===== src/rtl/mem_access_ctrl_pkg.sv =====
// Shared encodings for the CPU data-memory access controller: access sizes,
// controller states and the alignment rule used when a request is accepted.
package mem_access_pkg;

  localparam logic [1:0] SIZE_BYTE = 2'b00;
  localparam logic [1:0] SIZE_HALF = 2'b01;
  localparam logic [1:0] SIZE_WORD = 2'b10;
  localparam logic [1:0] SIZE_RSVD = 2'b11;

  typedef logic [1:0] state_t;
  localparam state_t ST_IDLE = 2'd0;
  localparam state_t ST_RD   = 2'd1;
  localparam state_t ST_WR   = 2'd2;
  localparam state_t ST_RSP  = 2'd3;

  // Bytes are never misaligned; halves need an even address, words a multiple of 4.
  function automatic logic is_misaligned(input logic [1:0] size, input logic [1:0] lo);
    return ((size == SIZE_HALF) && lo[0]) || ((size == SIZE_WORD) && (lo != 2'b00));
  endfunction

endpackage


===== src/rtl/mem_access_ctrl_if.sv =====
// CPU request/response handshake plus the data-memory port of the controller.
// The master side is the CPU and memory environment; the slave side is the controller.
interface mem_access_ctrl_if;
  logic        req_valid;
  logic        req_ready;
  logic        req_wr;
  logic [1:0]  req_size;
  logic        req_signed;
  logic [31:0] req_addr;
  logic [31:0] req_wdata;
  logic        rsp_valid;
  logic [31:0] rsp_rdata;
  logic        rsp_err;
  logic [31:0] MemAddr;
  logic [31:0] MemData;
  logic        MemWr;
  logic [31:0] MemRdata;

  modport master (
    output req_valid, req_wr, req_size, req_signed, req_addr, req_wdata, MemRdata,
    input  req_ready, rsp_valid, rsp_rdata, rsp_err, MemAddr, MemData, MemWr
  );

  modport slave (
    input  req_valid, req_wr, req_size, req_signed, req_addr, req_wdata, MemRdata,
    output req_ready, rsp_valid, rsp_rdata, rsp_err, MemAddr, MemData, MemWr
  );
endinterface


===== src/rtl/mem_access_ctrl_lane.sv =====
// Little-endian lane logic: merges sub-word store data into a read word and
// extracts and extends sub-word load data from a read word.
module lane_unit
  import mem_access_pkg::*;
(
  input  logic [31:0] rword_i,
  input  logic [31:0] wdata_i,
  input  logic [1:0]  lane_i,
  input  logic [1:0]  size_i,
  input  logic        signed_i,
  output logic [31:0] merged_o,
  output logic [31:0] load_o
);

  logic [7:0]  byte_sel;
  logic [15:0] half_sel;

  always_comb begin
    merged_o = rword_i;
    case (size_i)
      SIZE_BYTE: merged_o[{lane_i, 3'b000} +: 8] = wdata_i[7:0];
      SIZE_HALF: begin
        if (lane_i[1]) merged_o[31:16] = wdata_i[15:0];
        else           merged_o[15:0]  = wdata_i[15:0];
      end
      default:   merged_o = wdata_i;
    endcase
  end

  assign byte_sel = rword_i[{lane_i, 3'b000} +: 8];
  assign half_sel = lane_i[1] ? rword_i[31:16] : rword_i[15:0];

  always_comb begin
    case (size_i)
      SIZE_BYTE: load_o = {{24{signed_i & byte_sel[7]}}, byte_sel};
      SIZE_HALF: load_o = {{16{signed_i & half_sel[15]}}, half_sel};
      default:   load_o = rword_i;
    endcase
  end

endmodule


===== src/rtl/mem_access_ctrl.sv =====
// Load/store controller between a CPU request port and a single-port word DM.
// Sub-word stores are done as read-modify-write of the containing word.
module mem_access_ctrl
  import mem_access_pkg::*;
#(
  parameter int unsigned DM_WORDS = 1024
) (
  input logic            clk,
  input logic            reset,
  mem_access_ctrl_if.slave bus
);

  state_t      state_q, state_d;
  logic        wr_q, wr_d;
  logic [1:0]  size_q, size_d;
  logic        signed_q, signed_d;
  logic [31:0] addr_q, addr_d;
  logic [31:0] wdata_q, wdata_d;
  logic [31:0] rdata_q, rdata_d;
  logic        err_q, err_d;

  logic        req_err;
  logic        in_mem;
  logic [31:0] merged_word;
  logic [31:0] load_word;

  assign req_err = (bus.req_size == SIZE_RSVD)
                || is_misaligned(bus.req_size, bus.req_addr[1:0])
                || ({2'b00, bus.req_addr[31:2]} >= DM_WORDS);

  // Faulting requests skip the DM entirely; only word stores skip the read.
  always_comb begin
    state_d  = state_q;
    wr_d     = wr_q;
    size_d   = size_q;
    signed_d = signed_q;
    addr_d   = addr_q;
    wdata_d  = wdata_q;
    rdata_d  = rdata_q;
    err_d    = err_q;
    case (state_q)
      ST_IDLE: begin
        if (bus.req_valid) begin
          wr_d     = bus.req_wr;
          size_d   = bus.req_size;
          signed_d = bus.req_signed;
          addr_d   = bus.req_addr;
          wdata_d  = bus.req_wdata;
          err_d    = req_err;
          if (req_err)
            state_d = ST_RSP;
          else if (bus.req_wr && (bus.req_size == SIZE_WORD))
            state_d = ST_WR;
          else
            state_d = ST_RD;
        end
      end
      ST_RD: begin
        rdata_d = bus.MemRdata;
        state_d = wr_q ? ST_WR : ST_RSP;
      end
      ST_WR:   state_d = ST_RSP;
      default: state_d = ST_IDLE;
    endcase
  end

  always_ff @(posedge clk or negedge reset) begin
    if (!reset) begin
      state_q  <= ST_IDLE;
      wr_q     <= 1'b0;
      size_q   <= SIZE_BYTE;
      signed_q <= 1'b0;
      addr_q   <= '0;
      wdata_q  <= '0;
      rdata_q  <= '0;
      err_q    <= 1'b0;
    end else begin
      state_q  <= state_d;
      wr_q     <= wr_d;
      size_q   <= size_d;
      signed_q <= signed_d;
      addr_q   <= addr_d;
      wdata_q  <= wdata_d;
      rdata_q  <= rdata_d;
      err_q    <= err_d;
    end
  end

  lane_unit u_lane (
    .rword_i  (rdata_q),
    .wdata_i  (wdata_q),
    .lane_i   (addr_q[1:0]),
    .size_i   (size_q),
    .signed_i (signed_q),
    .merged_o (merged_word),
    .load_o   (load_word)
  );

  assign in_mem        = (state_q == ST_RD) || (state_q == ST_WR);
  assign bus.req_ready = (state_q == ST_IDLE);
  assign bus.rsp_valid = (state_q == ST_RSP);
  assign bus.rsp_err   = (state_q == ST_RSP) && err_q;
  assign bus.rsp_rdata = ((state_q == ST_RSP) && !err_q && !wr_q) ? load_word : 32'h0;
  assign bus.MemAddr   = in_mem ? {addr_q[31:2], 2'b00} : 32'h0;
  assign bus.MemWr     = (state_q == ST_WR);
  assign bus.MemData   = (state_q == ST_WR) ? merged_word : 32'h0;

endmodule


===== src/flat_wrapper.sv =====
// flat-port wrapper written by rule: the top's interface ports become plain ports
module mem_access_ctrl_flat import mem_access_pkg::*;
#(
  parameter int unsigned DM_WORDS = 1024
)
  (clk, reset, bus_req_valid, bus_req_wr, bus_req_size, bus_req_signed, bus_req_addr, bus_req_wdata, bus_MemRdata, bus_req_ready, bus_rsp_valid, bus_rsp_rdata, bus_rsp_err, bus_MemAddr, bus_MemData, bus_MemWr);
  mem_access_ctrl_if bus_i ();
  input logic clk;
  input logic reset;
  input wire logic [$bits(bus_i.req_valid)-1:0] bus_req_valid;
  input wire logic [$bits(bus_i.req_wr)-1:0] bus_req_wr;
  input wire logic [$bits(bus_i.req_size)-1:0] bus_req_size;
  input wire logic [$bits(bus_i.req_signed)-1:0] bus_req_signed;
  input wire logic [$bits(bus_i.req_addr)-1:0] bus_req_addr;
  input wire logic [$bits(bus_i.req_wdata)-1:0] bus_req_wdata;
  input wire logic [$bits(bus_i.MemRdata)-1:0] bus_MemRdata;
  output wire logic [$bits(bus_i.req_ready)-1:0] bus_req_ready;
  output wire logic [$bits(bus_i.rsp_valid)-1:0] bus_rsp_valid;
  output wire logic [$bits(bus_i.rsp_rdata)-1:0] bus_rsp_rdata;
  output wire logic [$bits(bus_i.rsp_err)-1:0] bus_rsp_err;
  output wire logic [$bits(bus_i.MemAddr)-1:0] bus_MemAddr;
  output wire logic [$bits(bus_i.MemData)-1:0] bus_MemData;
  output wire logic [$bits(bus_i.MemWr)-1:0] bus_MemWr;
  assign bus_i.req_valid = bus_req_valid;
  assign bus_i.req_wr = bus_req_wr;
  assign bus_i.req_size = bus_req_size;
  assign bus_i.req_signed = bus_req_signed;
  assign bus_i.req_addr = bus_req_addr;
  assign bus_i.req_wdata = bus_req_wdata;
  assign bus_i.MemRdata = bus_MemRdata;
  assign bus_req_ready = bus_i.req_ready;
  assign bus_rsp_valid = bus_i.rsp_valid;
  assign bus_rsp_rdata = bus_i.rsp_rdata;
  assign bus_rsp_err = bus_i.rsp_err;
  assign bus_MemAddr = bus_i.MemAddr;
  assign bus_MemData = bus_i.MemData;
  assign bus_MemWr = bus_i.MemWr;
  mem_access_ctrl #(.DM_WORDS(DM_WORDS)) u_core (.clk(clk), .reset(reset), .bus(bus_i));
endmodule

===== config.mk =====
export PLATFORM = sky130hd
export DESIGN_NAME = mem_access_ctrl_flat
export DESIGN_NICKNAME = d
export VERILOG_FILES = /design/src/rtl/mem_access_ctrl_pkg.sv /design/src/rtl/mem_access_ctrl_if.sv /design/src/rtl/mem_access_ctrl_lane.sv /design/src/rtl/mem_access_ctrl.sv /design/src/flat_wrapper.sv
export SDC_FILE = /design/constraint.sdc
export NUM_CORES = 1
export LEC_CHECK = 0
export CAP_MARGIN = 20
export CORE_MARGIN = 5
export CORE_UTILIZATION = 40
export CTS_CLUSTER_DIAMETER = 150
export DETAILED_ROUTE_END_ITERATION = 8
export HOLD_SLACK_MARGIN = 0.05
export PLACE_DENSITY = 0.73
export RECOVER_POWER = 25
export SLEW_MARGIN = 10
export SYNTH_ARGS = -nofsm -noshare
export SYNTH_HDL_FRONTEND = slang
export SYNTH_SLANG_ARGS = --single-unit
export TNS_END_PERCENT = 30

===== constraint.sdc =====
create_clock -name clk -period 4.23 [get_ports clk]
set_input_delay 0.846 -clock clk [delete_from_list [all_inputs] [get_ports clk]]
set_output_delay 0.846 -clock clk [all_outputs]
set_load 0.02 [all_outputs]

==> results of run 1 <==
[logic make-up (layout without fill, tap and decap cells)]
| group | count (synthesis) | count (layout) | synth area share, % |
|---|---|---|---|
| compound gates | 127 | 127 | 16.3 |
| other cells | 1 | 3 | 0.0602 |
| mux | 119 | 119 | 22.5 |
| buf+inv | 67 | 247 | 4.70 |
| simple gates | 155 | 155 | 13.2 |
| fa+ha+maj | 9 | 9 | 1.81 |
| flops | 103 | 103 | 41.4 |
[critical path: cells and delay by family, from the launching register on]
family                   cells  cell delay (ps)
buffers and inverters        3             1030
flip-flops                   1              500
AO/OA/AOI/OAI                1              190
adder cells (fa/ha/maj)      1              160
AND/OR/NAND/NOR              2              950
[per-stage QoR]
step | hold WS, ps | instances
finish | 497 | 974
global route | 523 | 973
CTS | 503 | 973
detailed placement | 487 | 957
global placement | 481 | 957
floorplan | 471 | 582
[flip-flops by register name, indices dropped and copies added, names as in the netlist]
name and cells:
u_core.rdata_q 32, u_core.wr_q 1, u_core.wdata_q 32, u_core.addr_q 32, u_core.signed_q 1, u_core.state_q 2
u_core.size_q 2, u_core.err_q 1
[power breakdown]
group / switching [mW] / leakage (nW) / total (mW) / internal [mW]
sequential: 0.713 / 1.22 / 2.21 / 1.49
combinational: 2.07 / 2.16 / 4.23 / 2.16
clock: 0.373 / 0.145 / 0.866 / 0.493
[routing by layer]
| layer | part of all wire (%) | vias to the layer above | global-route usage (%) |
|---|---|---|---|
| met5 | 0 | - | 0 |
| met4 | 2.9 | 0 | 8.20 |
| met3 | 9.9 | 58 | 7.34 |
| met2 | 49 | 288 | 37.5 |
| met1 | 39 | 2733 | 25.8 |
| li1 | - | 2496 | - |
[worst min-delay path by stage]
stage | startpoint | to | slack (ps)
floorplan | u_core.addr_q[10] | u_core.addr_q[10] | 470
global placement | u_core.addr_q[8] | u_core.addr_q[8] | 480
detailed placement | u_core.addr_q[26] | u_core.addr_q[26] | 490
CTS | u_core.addr_q[26] | u_core.addr_q[26] | 500
global route | u_core.addr_q[23] | u_core.addr_q[23] | 520
finish | u_core.addr_q[26] | u_core.addr_q[26] | 500
[layout make-up]
| cell class | count | area [um2] | share of cell area, % |
|---|---|---|---|
| Antenna cell | 1 | 2.50 | 0.0288 |
| Clock buffer | 12 | 256 | 2.95 |
| Clock inverter | 4 | 53.8 | 0.620 |
| Inverter | 18 | 67.6 | 0.778 |
| Multi-Input combinational cell | 412 | 3360 | 38.7 |
| Sequential cell | 103 | 2580 | 29.7 |
| Tap cell | 211 | 264 | 3.04 |
| Timing Repair Buffer | 213 | 2100 | 24.2 |
[cell usage after synthesis (2+ instances only)]
library cell	count	area (um2)
a21boi_0	8	60.1
a21oi_1	22	110
a221o_1	16	160
a221oi_1	9	78.8
a222oi_1	7	70.1
a22o_1	8	70.1
a22oi_1	19	143
and2_1	34	213
buf_1	5	18.8
buf_2	6	30.0
buf_4	3	22.5
buf_6	3	33.8
clkbuf_1	32	120
dfrtp_1	103	2580
ha_1	9	113
inv_1	17	63.8
mux2_2	94	1060
mux2i_1	17	170
mux4_2	7	158
nand2_1	46	173
nor2_1	22	82.6
nor2b_1	27	169
nor3_1	8	40.0
nor3b_1	2	15.0
nor4_1	5	31.3
nor4bb_1	2	20.0
o21ai_0	8	40.0
o221a_2	9	101
o221ai_1	8	70.1
o22ai_1	7	43.8
==> impl_results.md, run 1 <==
- Status: finished with violations
- Failing checks: max-capacitance violations, max-slew violations
- Fin. Hold Viols: 0
- Initial antenna violation count: 0
- Final Cycle Share: 95.3%
- Power Total: 7.30 mW
- Worst vdd ir: 453 uV
- CP required: 3380 ps
- Via Count: 5575
- RR Startpoint: u_core.state_q[1]
- Yosys cell types: 48
- Clk buf depth: 2
- Reg2reg path depth: 6
- Worst Setup End Kind: primary output
- Placed Area: 8380 um2
- Synth Instances: 581
- Worst-margin pin slew: 2850 ps
- R2r endpoint: u_core.state_q[0]
- Clock root buffer: clkbuf_16
- Slew Limit Fails: 94
- Post-DR wirelength/cell: 20.7 um
- Max cap viols: 2
- GRT Overall Usage: 22.0%
- Worst Setup EP: bus_MemData[6]
- Area Growth Syn to Fin: 39.5%
- Lkg Pwr: 3.52 nW
- Die Footprint: 18200 um2
- Hold-fix buffers at CTS: 0
- Final nets: 869
- Max incr delay on CP: 780 ps
- CTS sink cnt: 103
- Gr ovfl total: 0
- Routed wire length: 20.2 mm
- Skew-Pair Late Insertion Delay: 350 ps
- HP Class: reg -> reg
- Num ports: 203
- Starting DRT DRC Count: 456
- RePlAce Congestion: 0.894
- RSZ-0062 raised after global routing: false
- Cell Area, Synth: 6230 um2
- TritonCTS Buffers: 9
- Clk slew on worst S/H paths: 70 ps
- Async SR Flop Fraction: 100%
- Highest clock rate: 0.248 GHz
- Worst-path fanout max: 11
- Cts repair resizes: 0
- Htree depth: 3
- Setup violations, final: 0
- PnR worst setup slack: 198 ps
- Setup TNS: 0 ps
- # fillers: 1290
- Share of layout cells above drive strength 1: 18.8%
- Die W: 135 um
- Site Rows: 45
- Commonest non-fill, non-tap cell in the layout: clkdlybuf4s50_1
- Setup Crit Path Kind: reg -> out
- ANT nets after route: 0
- Cell Pwr Density: 840 nW/um2
- I/O Buffers: 200
- First-pass GRT wire length: 31.5 mm
- Post-synthesis sequential area ratio: 41.4%
- HPWL after DPL: 15.1 mm
- Critical path cell sequence: inv_1 -> ha_1 -> clkinv_1 -> nor4b_2 -> a221oi_1 -> nor2_1 -> clkdlybuf4s50_1
- Placement Setup Slack: 662 ps
- Vias in the first global route: 5822
- Slew margin rel.: -90.3%
- #FFs+latches synth: 103
- WP data arrival: 3190 ps
- Critical-path top delay cell: nor4b_2
- Setup Fix Bufs, Post-CTS: 0
- DRC Markers: 0
- Post-synth EDFFs: 0
- Ys flop type: dfrtp_1
- Finished Cell Area: 8680 um2
- Startpoint types: flop
- Crit path launch: u_core.addr_q[0]
- TritonCTS clock tree: yes
- Core region area: 15300 um2
- Fin Clk Skew: 5.48 ps
- Commonest cells after routing, fill and taps aside: 199 x clkdlybuf4s50_1, 103 x dfrtp_1, 94 x mux2_2
- Reg2Reg Setup Slack: 1170 ps
- Hold Path Stages: 1
- Die Y: 135 um
- Warnings from Yosys: 0
- Pin count of the biggest net entering global routing: 53
- Mean Syn Cell Area: 10.7 um2
- Tmin final: 4030 ps
- First-pass iteration count of the detailed router: 6
- Vias/cell: 5.72
- Initial Utilization: 40.8%
- Util after Layout: 56.9%
Power figures use the tool's default switching activity.
==> inputs of run 2 (changes only) <==
PLACE_DENSITY = 0.72   (was 0.73)
SYNTH_HIERARCHICAL = 1   (was default)
==> impl_results.md, run 2 <==
- RR Startpoint: u_core/state_q[0]
- CP delay by family, top: buffers and inverters
- Pin count of the biggest net entering global routing: 80
- Gr ovfl total: 0
- Initial Utilization: 40.8%
- Via Count: 5592
- Worst vdd ir: 461 uV
- Lkg Pwr: 3.63 nW
- Final nets: 918
- Post-synth EDFFs: 0
- GRT Overall Usage: 23.0%
- TritonCTS Buffers: 9
- CTS sink cnt: 103
- ANT nets after route: 0
- Async SR Flop Fraction: 100%
- Starting DRT DRC Count: 412
- R2r endpoint: u_core/addr_q[4]
- Commonest non-fill, non-tap cell in the layout: clkdlybuf4s50_1
- Setup TNS: 0 ps
- Top-count cell post-synth: dfrtp_1
- HP Class: reg -> reg
- Core region area: 15900 um2
- Max cap viols: 1
- Reg2reg path depth: 4
- Post-synth top area cell: dfrtp_1
- Setup Crit Path Kind: reg -> out
- Reg2Reg Setup Slack: 2160 ps
- Placed Area: 8540 um2
- Post-DR wirelength/cell: 21.1 um
- Cell Area, Synth: 6470 um2
- DRC Markers: 0
- #FFs+latches synth: 103
- Yosys cell types: 51
- RePlAce Congestion: 0.962
- Vias in the first global route: 5690
- First-pass iteration count of the detailed router: 5
- Critical-path top delay cell: clkdlybuf4s50_1
- Setup violations, final: 0
- Cell Pwr Density: 862 nW/um2
- Failing checks: max-capacitance violations, max-slew violations
- Final Cycle Share: 94.6%
- Synth Instances: 629
- Clk buf depth: 2
- CP Depth: 8
- Fin cells: 1027
- HPWL after DPL: 16.3 mm
- Die W: 137 um
- TritonCTS clock tree: yes
- Routed wire length: 21.6 mm
- Top post-synthesis cells by count: 103 x dfrtp_1, 96 x and2_1, 96 x mux2_2
- CP required: 3380 ps
- # diodes: 0
- Largest registers: u_core/addr_q x32, u_core/rdata_q x32, u_core/wdata_q x32
- Worst Setup End Kind: primary output
- Cells after DPL: 1010
- Clock root buffer: clkbuf_16
- Share of layout cells above drive strength 1: 19.1%
- Warnings from Yosys: 6
- Die Footprint: 18800 um2
- CP most frequent cell: inv_1
- Max incr delay on CP: 600 ps
- Mean Syn Cell Area: 10.3 um2
- Site Rows: 46
- Commonest cells after routing, fill and taps aside: 199 x clkdlybuf4s50_1, 102 x dfrtp_1, 96 x and2_1, 96 x mux2_2, 58 x nand2_1
- Critical path cell sequence: inv_1 -> ha_1 -> inv_1 -> nor4_1 -> nand2_1 -> o221ai_1 -> and2_1 -> clkdlybuf4s50_1
- Htree depth: 3
- Top post-synthesis cells by area: dfrtp_1 40%, mux2_2 17%, and2_1 9.3%
- Crit path launch: u_core/addr_q[0]
- Slew Limit Fails: 31
- Startpoint types: flop
- Highest clock rate: 0.250 GHz
- Fin Clk Skew: 4.74 ps
- Finished Cell Area: 8860 um2
- Skew-Pair Late Insertion Delay: 350 ps
- Num ports: 203
- Clk slew on worst S/H paths: 80 ps
- Status: finished with violations
- Initial antenna violation count: 0
- Top-area cell type share of the netlist area: 39.8%
- Vias/cell: 5.44
- Hold Path Origin: u_core/addr_q[7]
- Tmin final: 4000 ps
- Slew margin rel.: -11.9%
- RSZ-0062 raised after global routing: false
- Hold-fix buffers at CTS: 0
- Fin. Hold Viols: 0
- Post-synthesis sequential area ratio: 39.8%
- Worst Path Buf+Inv: 3
- Worst-margin pin slew: 1680 ps
- Die Y: 137 um
- First-pass GRT wire length: 32.7 mm
- I/O Buffers: 200
- Ys flop type: dfrtp_1
- WP data arrival: 3150 ps
- Area Growth Syn to Fin: 36.8%
- Worst Setup EP: bus_MemData[23]
- Worst-path fanout max: 10
run 2: cell types whose count changed in the layout (fill, tap and decap cells not counted), moves of 12 or more:
cell	delta
and2_1	+62
nor2b_1	-19
a21oi_1	+14
nor2_1	-14
nand2_1	+13
a21oi_2	+12
run 2: how the worst min path moves through the flow:
stage | cells past startpoint | to
6_report | 1 | u_core/addr_q[7]
5_1_grt | 1 | u_core/addr_q[14]
2_1_floorplan | 1 | u_core/addr_q[31]
4_1_cts | 1 | u_core/addr_q[7]
3_5_place_dp | 1 | u_core/addr_q[7]
3_3_place_gp | 1 | u_core/addr_q[8]
run 2: timing repair:
item                       in CTS  in global routing
buffers inserted                0                  0
gates resized for setup         0                  1
setup endpoints to repair       0                  1
run 2: worst register-to-register path, stage by stage (launching register included):
cell	delay (ps)
dfrtp_1	420
inv_1	80
ha_1	270
nand2_4	730
mux2_2	450
run 2: area by class of cell:
| type | count | area [um2] |
|---|---|---|
| fillers | 1459 | 7030 |
| multi-input cells | 468 | 3570 |
| flip-flops and latches | 103 | 2580 |
| repair buffers | 212 | 2080 |
| well taps | 216 | 270 |
| clock buffers | 9 | 225 |
| clock inverters | 7 | 87.6 |
| inverters | 12 | 45.0 |
run 2: cells by family (layout without fill, tap and decap cells):
kind of cell / Yosys count / in the layout / share of synthesized area, %
buffers and inverters: 59 / 240 / 5.26
DFF: 103 / 103 / 39.8
and+or+nand+nor: 220 / 220 / 19.2
AOI/OAI and AO/OA: 118 / 118 / 13.1
adders and majority gates: 9 / 9 / 1.74
muxes: 119 / 119 / 20.8
other: 1 / 2 / 0.0579
run 2: power breakdown:
part,leakage (nW),switching (mW),internal [mW],total [mW]
logic,2.28,2.30,2.25,4.56
registers,1.21,0.694,1.49,2.19
clock network,0.148,0.414,0.474,0.888
run 2: per-layer routing:
layer	part of all wire, %	GRT usage (%)	wire length [um]	up-vias
li1	-	-	-	2581
met1	40	28.7	8650	2721
met2	47	37.8	10200	255
met3	10	8.07	2200	35
met4	2.6	6.26	553	0
met5	0	0	0	-
run 2: per-stage QoR:
stage / power, mW / setup WS [ps] / util (%) / hold slack (ps)
final: 7.63 / 230 / 55.7 / 501
after global routing: 8.10 / 104 / 55.7 / 525
after CTS: 7.63 / 204 / 55.7 / 507
after detailed placement: 6.70 / 642 / 53.7 / 488
after global placement: 6.65 / 706 / 53.7 / 479
after floorplan: 4.99 / 1490 / - / 471
